--- config.mk ---
export PLATFORM = sky130hd
export DESIGN_NAME = stream_xbar_arbiter_flat
export DESIGN_NICKNAME = d
export VERILOG_FILES = /design/src/rtl/stream_xbar_arbiter_if.sv /design/src/rtl/stream_xbar_arbiter.sv /design/src/flat_wrapper.sv
export SDC_FILE = /design/constraint.sdc
export NUM_CORES = 1
export LEC_CHECK = 0
export ABC_AREA = 1
export BUFFER_PORTS_ARGS = -buffer_cell sky130_fd_sc_hd__buf_4
export CELL_PAD_IN_SITES_DETAIL_PLACEMENT = 1
export CELL_PAD_IN_SITES_GLOBAL_PLACEMENT = 1
export CORE_UTILIZATION = 45
export DETAILED_ROUTE_END_ITERATION = 7
export GPL_TIMING_DRIVEN = 0
export PLACE_DENSITY = 0.93
export SYNTH_ARGS = -nofsm -noshare
export SYNTH_HDL_FRONTEND = slang
export SYNTH_SLANG_ARGS = --single-unit
--- constraint.sdc ---
create_clock -name clk -period 5.9 [get_ports clk]
set_input_delay 1.18 -clock clk [delete_from_list [all_inputs] [get_ports clk]]
set_output_delay 1.18 -clock clk [all_outputs]
set_load 0.005 [all_outputs]
--- src/rtl/stream_xbar_arbiter_if.sv ---
// Handshake/control bundle between the crossbar datapath and its arbiter.
// slave = arbiter side, master = source/sink side driving requests and readies.
interface stream_xbar_arbiter_if #(
    parameter int S_NUM = 5,
    parameter int M_NUM = 3
);
    localparam int SEL_W  = (S_NUM > 1) ? $clog2(S_NUM) : 1;
    localparam int DEST_W = (M_NUM > 1) ? $clog2(M_NUM) : 1;

    logic [S_NUM-1:0]        s_valid;
    logic [S_NUM-1:0]        s_last;
    logic [S_NUM*DEST_W-1:0] s_dest;
    logic [S_NUM-1:0]        s_ready;
    logic [M_NUM-1:0]        m_ready;
    logic [M_NUM-1:0]        m_valid;
    logic [M_NUM-1:0]        grant_vld;
    logic [M_NUM*SEL_W-1:0]  grant_sel;
    logic [S_NUM-1:0]        dest_err;

    modport slave (
        input  s_valid, s_last, s_dest, m_ready,
        output s_ready, m_valid, grant_vld, grant_sel, dest_err
    );

    modport master (
        output s_valid, s_last, s_dest, m_ready,
        input  s_ready, m_valid, grant_vld, grant_sel, dest_err
    );
endinterface

--- src/rtl/stream_xbar_arbiter.sv ---
// Per-output round-robin packet arbiter for an S_NUM x M_NUM stream crossbar.
// Grant 1 cycle after request, held to tlast; s_ready/m_valid pass straight through the grant.
module stream_xbar_arbiter #(
    parameter int S_NUM = 5,
    parameter int M_NUM = 3
) (
    input  logic                 clk,
    input  logic                 rst_n,
    stream_xbar_arbiter_if.slave bus
);
    localparam int SEL_W  = (S_NUM > 1) ? $clog2(S_NUM) : 1;
    localparam int DEST_W = (M_NUM > 1) ? $clog2(M_NUM) : 1;

    typedef enum logic {IDLE, BUSY} state_t;

    state_t                          state_q [M_NUM];
    state_t                          state_d [M_NUM];
    logic [M_NUM-1:0][SEL_W-1:0]     sel_q, sel_d;
    logic [M_NUM-1:0][SEL_W-1:0]     ptr_q, ptr_d;
    logic [M_NUM-1:0][S_NUM-1:0]     req;
    logic [S_NUM-1:0][DEST_W-1:0]    dest;
    logic [S_NUM-1:0]                owned, bad, bad_q, dest_err_q;
    logic [S_NUM-1:0]                s_ready_c;
    logic [M_NUM-1:0]                m_valid_c, grant_vld_c;

    assign dest = bus.s_dest;

    always_comb begin
        owned = '0;
        bad   = '0;
        req   = '0;
        for (int i = 0; i < S_NUM; i++) begin
            for (int j = 0; j < M_NUM; j++) begin
                if (state_q[j] == BUSY && sel_q[j] == SEL_W'(i)) begin
                    owned[i] = 1'b1;
                end
            end
            bad[i] = bus.s_valid[i] && (32'(dest[i]) >= 32'(M_NUM));
        end
        // An in-range match on j already excludes out-of-range destinations.
        for (int j = 0; j < M_NUM; j++) begin
            for (int i = 0; i < S_NUM; i++) begin
                req[j][i] = bus.s_valid[i] && (32'(dest[i]) == 32'(j)) && !owned[i];
            end
        end
    end

    always_comb begin
        logic             found;
        int               idx;
        logic [SEL_W-1:0] cand;
        found = 1'b0;
        idx   = 0;
        cand  = '0;
        sel_d = sel_q;
        ptr_d = ptr_q;
        for (int j = 0; j < M_NUM; j++) begin
            state_d[j] = state_q[j];
            case (state_q[j])
                IDLE: begin
                    found = 1'b0;
                    // Scan starts just after the last winner so it has lowest priority.
                    for (int k = 1; k <= S_NUM; k++) begin
                        idx = int'(ptr_q[j]) + k;
                        if (idx >= S_NUM) idx = idx - S_NUM;
                        cand = SEL_W'(idx);
                        if (!found && req[j][cand]) begin
                            found    = 1'b1;
                            sel_d[j] = cand;
                        end
                    end
                    if (found) state_d[j] = BUSY;
                end
                BUSY: begin
                    if (bus.s_valid[sel_q[j]] && bus.m_ready[j] && bus.s_last[sel_q[j]]) begin
                        state_d[j] = IDLE;
                        ptr_d[j]   = sel_q[j];
                    end
                end
                default: state_d[j] = IDLE;
            endcase
        end
    end

    always_ff @(posedge clk or negedge rst_n) begin
        if (!rst_n) begin
            for (int j = 0; j < M_NUM; j++) begin
                state_q[j] <= IDLE;
            end
            sel_q      <= '0;
            ptr_q      <= {M_NUM{SEL_W'(S_NUM - 1)}};
            bad_q      <= '0;
            dest_err_q <= '0;
        end else begin
            for (int j = 0; j < M_NUM; j++) begin
                state_q[j] <= state_d[j];
            end
            sel_q      <= sel_d;
            ptr_q      <= ptr_d;
            bad_q      <= bad;
            dest_err_q <= bad & ~bad_q;
        end
    end

    always_comb begin
        m_valid_c   = '0;
        s_ready_c   = '0;
        grant_vld_c = '0;
        for (int j = 0; j < M_NUM; j++) begin
            if (state_q[j] == BUSY) begin
                grant_vld_c[j]        = 1'b1;
                m_valid_c[j]          = bus.s_valid[sel_q[j]];
                s_ready_c[sel_q[j]]   = bus.m_ready[j];
            end
        end
    end

    assign bus.s_ready   = s_ready_c;
    assign bus.m_valid   = m_valid_c;
    assign bus.grant_vld = grant_vld_c;
    assign bus.grant_sel = sel_q;
    assign bus.dest_err  = dest_err_q;
endmodule
--- src/flat_wrapper.sv ---
// flat-port wrapper written by rule: the top's interface ports become plain ports
module stream_xbar_arbiter_flat 
#(
    parameter int S_NUM = 5,
    parameter int M_NUM = 3
)
  (clk, rst_n, bus_s_valid, bus_s_last, bus_s_dest, bus_m_ready, bus_s_ready, bus_m_valid, bus_grant_vld, bus_grant_sel, bus_dest_err);
  stream_xbar_arbiter_if #(.S_NUM(S_NUM), .M_NUM(M_NUM)) bus_i ();
  input  logic clk;
  input  logic rst_n;
  input wire logic [$bits(bus_i.s_valid)-1:0] bus_s_valid;
  input wire logic [$bits(bus_i.s_last)-1:0] bus_s_last;
  input wire logic [$bits(bus_i.s_dest)-1:0] bus_s_dest;
  input wire logic [$bits(bus_i.m_ready)-1:0] bus_m_ready;
  output wire logic [$bits(bus_i.s_ready)-1:0] bus_s_ready;
  output wire logic [$bits(bus_i.m_valid)-1:0] bus_m_valid;
  output wire logic [$bits(bus_i.grant_vld)-1:0] bus_grant_vld;
  output wire logic [$bits(bus_i.grant_sel)-1:0] bus_grant_sel;
  output wire logic [$bits(bus_i.dest_err)-1:0] bus_dest_err;
  assign bus_i.s_valid = bus_s_valid;
  assign bus_i.s_last = bus_s_last;
  assign bus_i.s_dest = bus_s_dest;
  assign bus_i.m_ready = bus_m_ready;
  assign bus_s_ready = bus_i.s_ready;
  assign bus_m_valid = bus_i.m_valid;
  assign bus_grant_vld = bus_i.grant_vld;
  assign bus_grant_sel = bus_i.grant_sel;
  assign bus_dest_err = bus_i.dest_err;
  stream_xbar_arbiter #(.S_NUM(S_NUM), .M_NUM(M_NUM)) u_core (.clk(clk), .rst_n(rst_n), .bus(bus_i));
endmodule
==> flow_metrics.py, run 1 <==
metrics = {
    "status": {
        "status": "finished clean",
    },
    "global_routing": {
        "grt_antenna_before_repair": 0,
        "grt_pass1_vias": 6075,
        "grt_usage": 0.335,
        "grt_pass1_wl_um": 29400,
        "grt_max_degree": 32,
        "grt_overflow": 0,
    },
    "synthesis": {
        "yosysWarningCount": 0,
        "synth-edff-count": 0,
        "synth_top_area_share": 0.231,
        "yosysSeqAreaShare": 0.166,
        "yosys.area.top_type": "nand2_1",
        "synth-seq-cells": 31,
        "avgSynthCellArea_um2": 5.65,
        "synthCells": 830,
        "synth_area_leaders": "nand2_1, dfrtp_1, nand3_1",
        "synth_ff_type": "dfrtp_1",
        "synth_nets": 888,
        "synthArstFlopShare": 1.00,
        "syn_area_mm2": 0.00469,
        "synth_cell_types": 44,
    },
    "floorplan": {
        "die-area_mm2": 0.0108,
        "die_w_um": 104,
        "coreArea_mm2": 0.00995,
        "fp.dieH_um": 104,
        "io_pins": 50,
        "start_util": 0.471,
        "placementRows": 36,
    },
    "setup_path": {
        "critical_path.max_fanout": 10,
        "worstSetupPathType": "reg -> reg",
        "slowest_stage": "dfrtp_1",
        "worst_setup_path_end_kind": "register",
        "start_kind": "register",
        "path_common_cell": "nand2_1",
        "path_cells": "buf_4, inv_1, ha_1, inv_1, fa_1, inv_1, nand2_1, nand2_1, nand2_1, nand2_1, o21ai_0, nand3_1, nand3_1, nand2_2, nand3_2, nor3_2, a21oi_1, nand2_1, nand2_1",
        "reg2reg_from": "u_core.ptr_q[0]",
        "crit_start": "u_core.ptr_q[0]",
        "critPathMaxStageDelay_ns": 0.48,
        "crit_arrival_ns": 3.62,
        "required_ns": 6.09,
    },
    "clock_tree": {
        "cts_tree": "yes",
        "postCtsSetupRepairBufs": 0,
        "clk_path_buf_depth": 2,
        "clkTransAtPathRegs_ns": 0.09,
        "clock_latency_ns": 0.30,
        "cts_max_level": 2,
        "hold_buffers": 0,
        "cts_resized": 0,
        "cts.sinks": 31,
        "clockRootBuffer": "clkbuf_8",
        "numCtsBuffers": 5,
    },
    "flow_run": {
        "maxCapViolations": 0,
    },
    "timing": {
        "maxSlewHeadroom": 0.564,
        "post-route-min-period_ns": 3.43,
        "period_share": 0.582,
        "skew_ns": 0.0108,
        "finalHoldViolCount": 0,
        "fmax_mhz": 291,
        "drv_slew": 0,
        "worst_pin_slew_ns": 0.647,
        "rsz0062_at_grt": "false",
        "setup_violations": 0,
        "tns_ns": 0,
    },
    "cells_and_area": {
        "nets": 944,
        "layout-drive-gt1-share": 0.130,
        "final_util": 0.536,
        "layout_common_cells": "nand2_1, nand3_1, inv_1",
        "num_antenna_cells": 0,
        "area_growth_pct": 13.8,
        "final_common_cell": "nand2_1",
    },
    "min_path": {
        "min_from": "u_core.bad_q[2]",
        "hold_path.class": "reg -> reg",
    },
    "place": {
        "numPortBuffers": 49,
        "place_congestion": 0.926,
        "dpl.hpwl_um": 14700,
    },
    "detailed_routing": {
        "detail_route.wl_per_cell_um": 17.6,
        "antenna_left": 0,
        "vias": 5965,
        "firstDrtPassIters": 5,
        "routed_wirelength_um": 18000,
        "routed_via_density": 5.85,
        "drc": 0,
        "drt_iter0_markers": 319,
    },
}
sequential cells by signal, indices dropped and copies added (netlist names):
| name | flops |
|---|---|
| u_core.bus.grant_sel | 9 |
| u_core.ptr_q | 9 |
| u_core.bad_q | 5 |
| u_core.bus.dest_err | 5 |
| u_core.state_q | 3 |
critical path: cells and delay by family (launching register included):
kind / cells / cell delay, ns
compound gates: 2 / 0.30
buf+inv: 4 / 0.60
flops: 1 / 0.48
fa+ha+maj: 2 / 0.57
simple gates: 11 / 1.36
synthesized netlist by cell type (all sizes together), types with 3 or more instances:
master	instances
a21oi	19
buf	4
clkinv	3
dfrtp	28
dfstp	3
fa	3
ha	30
inv	110
nand2	300
nand3	105
nand4	30
nor2	100
nor3	12
o2111ai	3
o211ai	3
o21a	4
o21ai	48
o22ai	3
xor2	6
worst paths after layout:
kind                                           endpoint  cells past startpoint  slack, ns
worst max-delay path            u_core.bus.grant_sel[1]                     19       2.47
worst min-delay path             u_core.bus.dest_err[2]                      1       0.41
worst max register to register  u_core.bus.grant_sel[1]                     19       2.47
worst min register to register   u_core.bus.dest_err[2]                      1       0.41
max in group asynchronous               u_core.ptr_q[2]                      1       4.71
min in group asynchronous               u_core.ptr_q[6]                      1       0.83
through the flow:
stage / instances / hold slack (ns) / setup slack (ns) / area (um^2)
floorplan: 830 / 0.385 / 3.16 / 4690
global placement: 1012 / 0.393 / 2.72 / 5220
detailed placement: 1012 / 0.398 / 2.51 / 5220
CTS: 1020 / 0.407 / 2.48 / 5340
global route: 1020 / 0.420 / 2.15 / 5340
finish: 1020 / 0.408 / 2.47 / 5340
kinds of logic after synthesis:
kind of cell | count (synthesis) | synth area share
flops | 31 | 0.166
fa+ha+maj | 33 | 0.0929
compound gates | 86 | 0.105
xor+xnor | 8 | 0.0149
buf+inv | 119 | 0.0976
simple gates | 553 | 0.524
routing by layer:
layer / up-vias / global-route usage / wire length [um]
li1: 2807 / - / -
met1: 2865 / 0.388 / 7110
met2: 229 / 0.619 / 9110
met3: 64 / 0.0476 / 1070
met4: 0 / 0.127 / 659
met5: - / 0 / 0
area by class of cell:
cell class                 instances  area, um^2
sequential                        31         779
timing repair buffer              49         368
buffer                             6        33.8
tap                              133         166
clock inverter                     3        43.8
fill                            1481        4620
clock buffer                       5        68.8
multi-input combinational        680        3450
inverter                         113         424
Power of run 1 is not shown: default switching activity piles up to over one toggle a cycle in this logic, so the estimate is an artifact.
==> run 2, diff against run 1 <==
- CORE_UTILIZATION: 45 -> 41
- PLACE_DENSITY: 0.93 -> 0.86
- clock period: 5.9 -> 3.37 ns (I/O delays scaled with it)
==> run 2 against run 1 <==
Net effect:
- flip-flop and latch count is the same
- utilization down 3.8 points
- critical path depth down 4
- critical endpoint is now u_core.bus.grant_sel[0]
- largest cell class unchanged
==> flow_metrics.py, run 2 (synthesis gave the netlist of run 1 again) <==
metrics = {
    "timing": {
        "finalHoldViolCount": 0,
        "maxSlewHeadroom": 0.553,
        "drv_slew": 0,
        "skew_ns": 0.0110,
        "setup_violations": 0,
        "hold_ws_ns": 0.337,
        "worst_pin_slew_ns": 0.663,
        "post-route-min-period_ns": 3.20,
        "period_share": 0.951,
        "fmax_mhz": 312,
    },
    "clock_tree": {
        "numCtsBuffers": 5,
        "clkTransAtPathRegs_ns": 0.06,
        "hold_buffers": 0,
        "cts_tree": "yes",
        "clk_path_buf_depth": 2,
        "clockRootBuffer": "clkbuf_16",
        "cts_max_level": 2,
        "cts.sinks": 31,
        "clock_latency_ns": 0.29,
    },
    "cells_and_area": {
        "area_growth_pct": 16.6,
        "layout-drive-gt1-share": 0.146,
        "layout_common_cells": "nand2_1, nand3_1, inv_1",
        "final_util": 0.498,
        "num_antenna_cells": 0,
        "final_common_cell": "nand2_1",
        "fin_area_mm2": 0.00547,
        "nets": 952,
        "fill_cells": 1569,
        "final_cells": 1035,
    },
    "floorplan": {
        "coreArea_mm2": 0.0110,
        "placementRows": 38,
        "fp.dieH_um": 109,
        "start_util": 0.427,
        "die-area_mm2": 0.0119,
        "die_w_um": 109,
        "io_pins": 50,
    },
    "global_routing": {
        "grt_pass1_wl_um": 28100,
        "grt_usage": 0.303,
        "grt_max_degree": 32,
        "grt_pass1_vias": 5933,
        "grt_overflow": 0,
        "grt_antenna_before_repair": 0,
    },
    "setup_path": {
        "reg2reg_from": "u_core.ptr_q[0]",
        "worst_setup_path_end_kind": "register",
        "crit_arrival_ns": 3.37,
        "rr_worst_depth": 15,
        "crit_start": "u_core.ptr_q[0]",
        "r2r-end": "u_core.bus.grant_sel[0]",
        "critical_path.max_fanout": 10,
        "required_ns": 3.54,
        "start_kind": "register",
        "endpoint": "u_core.bus.grant_sel[0]",
        "worstSetupPathType": "reg -> reg",
        "reg2reg_setup_slack_ns": 0.17,
    },
    "place": {
        "dpl.hpwl_um": 14200,
        "place_area_mm2": 0.00523,
        "post-place-cells": 1019,
        "place_congestion": 0.945,
        "numPortBuffers": 49,
    },
    "detailed_routing": {
        "drt_iter0_markers": 248,
        "vias": 5780,
        "firstDrtPassIters": 5,
        "routed_wirelength_um": 17700,
        "detail_route.wl_per_cell_um": 17.1,
        "routed_via_density": 5.58,
        "drc": 0,
        "antenna_left": 0,
    },
    "min_path": {
        "hold_path.class": "in -> async",
    },
    "flow_run": {
        "maxCapViolations": 0,
    },
    "status": {
        "status": "finished clean",
    },
}
run 2: cell count changes in the layout (fill, tap and decap cells not counted), sizes merged:
cell      delta
clkinv       -2
clkinvlp     +3
clkbuf       +1
buf          +8
bufinv       -1
inv          -1
run 2: stage by stage:
step / setup TNS (ns) / worst slack (ns)
2_1_floorplan: 0 / 0.625
3_3_place_gp: 0 / 0.209
3_5_place_dp: 0 / 0.00651
4_1_cts: 0 / 0.00295
5_1_grt: -0.0853 / -0.0400
6_report: 0 / 0.165
run 2: timing repair:
item	4_1_cts	5_1_grt
buffers inserted	0	8
pin swaps	0	1
endpoints found under the setup margin	1	10
gates resized for setup	1	10
run 2: layout make-up:
type,instances,area [um^2],area share
multi-input cells,680,3470,0.635
repair buffers,57,428,0.0782
clock inverters,2,12.5,0.00229
inverters,113,434,0.0794
plain buffers,6,33.8,0.00618
clock buffers,6,129,0.0236
flip-flops and latches,31,783,0.143
well taps,140,175,0.0320
run 2: worst max-delay path, stage by stage (launching register included):
cell and delay [ns]:
dfrtp_2 0.42, buf_4 0.23, clkinvlp_4 0.19, ha_1 0.26, inv_1 0.07, fa_1 0.41, o21ai_0 0.47, nand3_1 0.21
nand2_2 0.14, nand3_2 0.15, nor2_2 0.13, nand2_2 0.08, nand2_2 0.11, a21oi_1 0.06, nand2_1 0.10, nand2_1 0.06
run 2: worst min-delay path by stage:
stage / end / cells past startpoint
final: u_core.bus.dest_err[4] / 1
after global placement: u_core.bus.dest_err[4] / 1
after CTS: u_core.ptr_q[6] / 1
after floorplan: u_core.bad_q[0] / 0
after global routing: u_core.ptr_q[7] / 1
after detailed placement: u_core.bus.dest_err[1] / 1
run 2: metal layers:
| metal | routed length (um) | GRT usage | vias up |
|---|---|---|---|
| met1 | 7440 | 0.354 | 2750 |
| met2 | 9000 | 0.558 | 157 |
| met4 | 570 | 0.124 | 0 |
| li1 | - | - | 2823 |
| met5 | 0 | 0 | - |
| met3 | 713 | 0.0323 | 50 |
Power of run 2 is left out for the same reason.
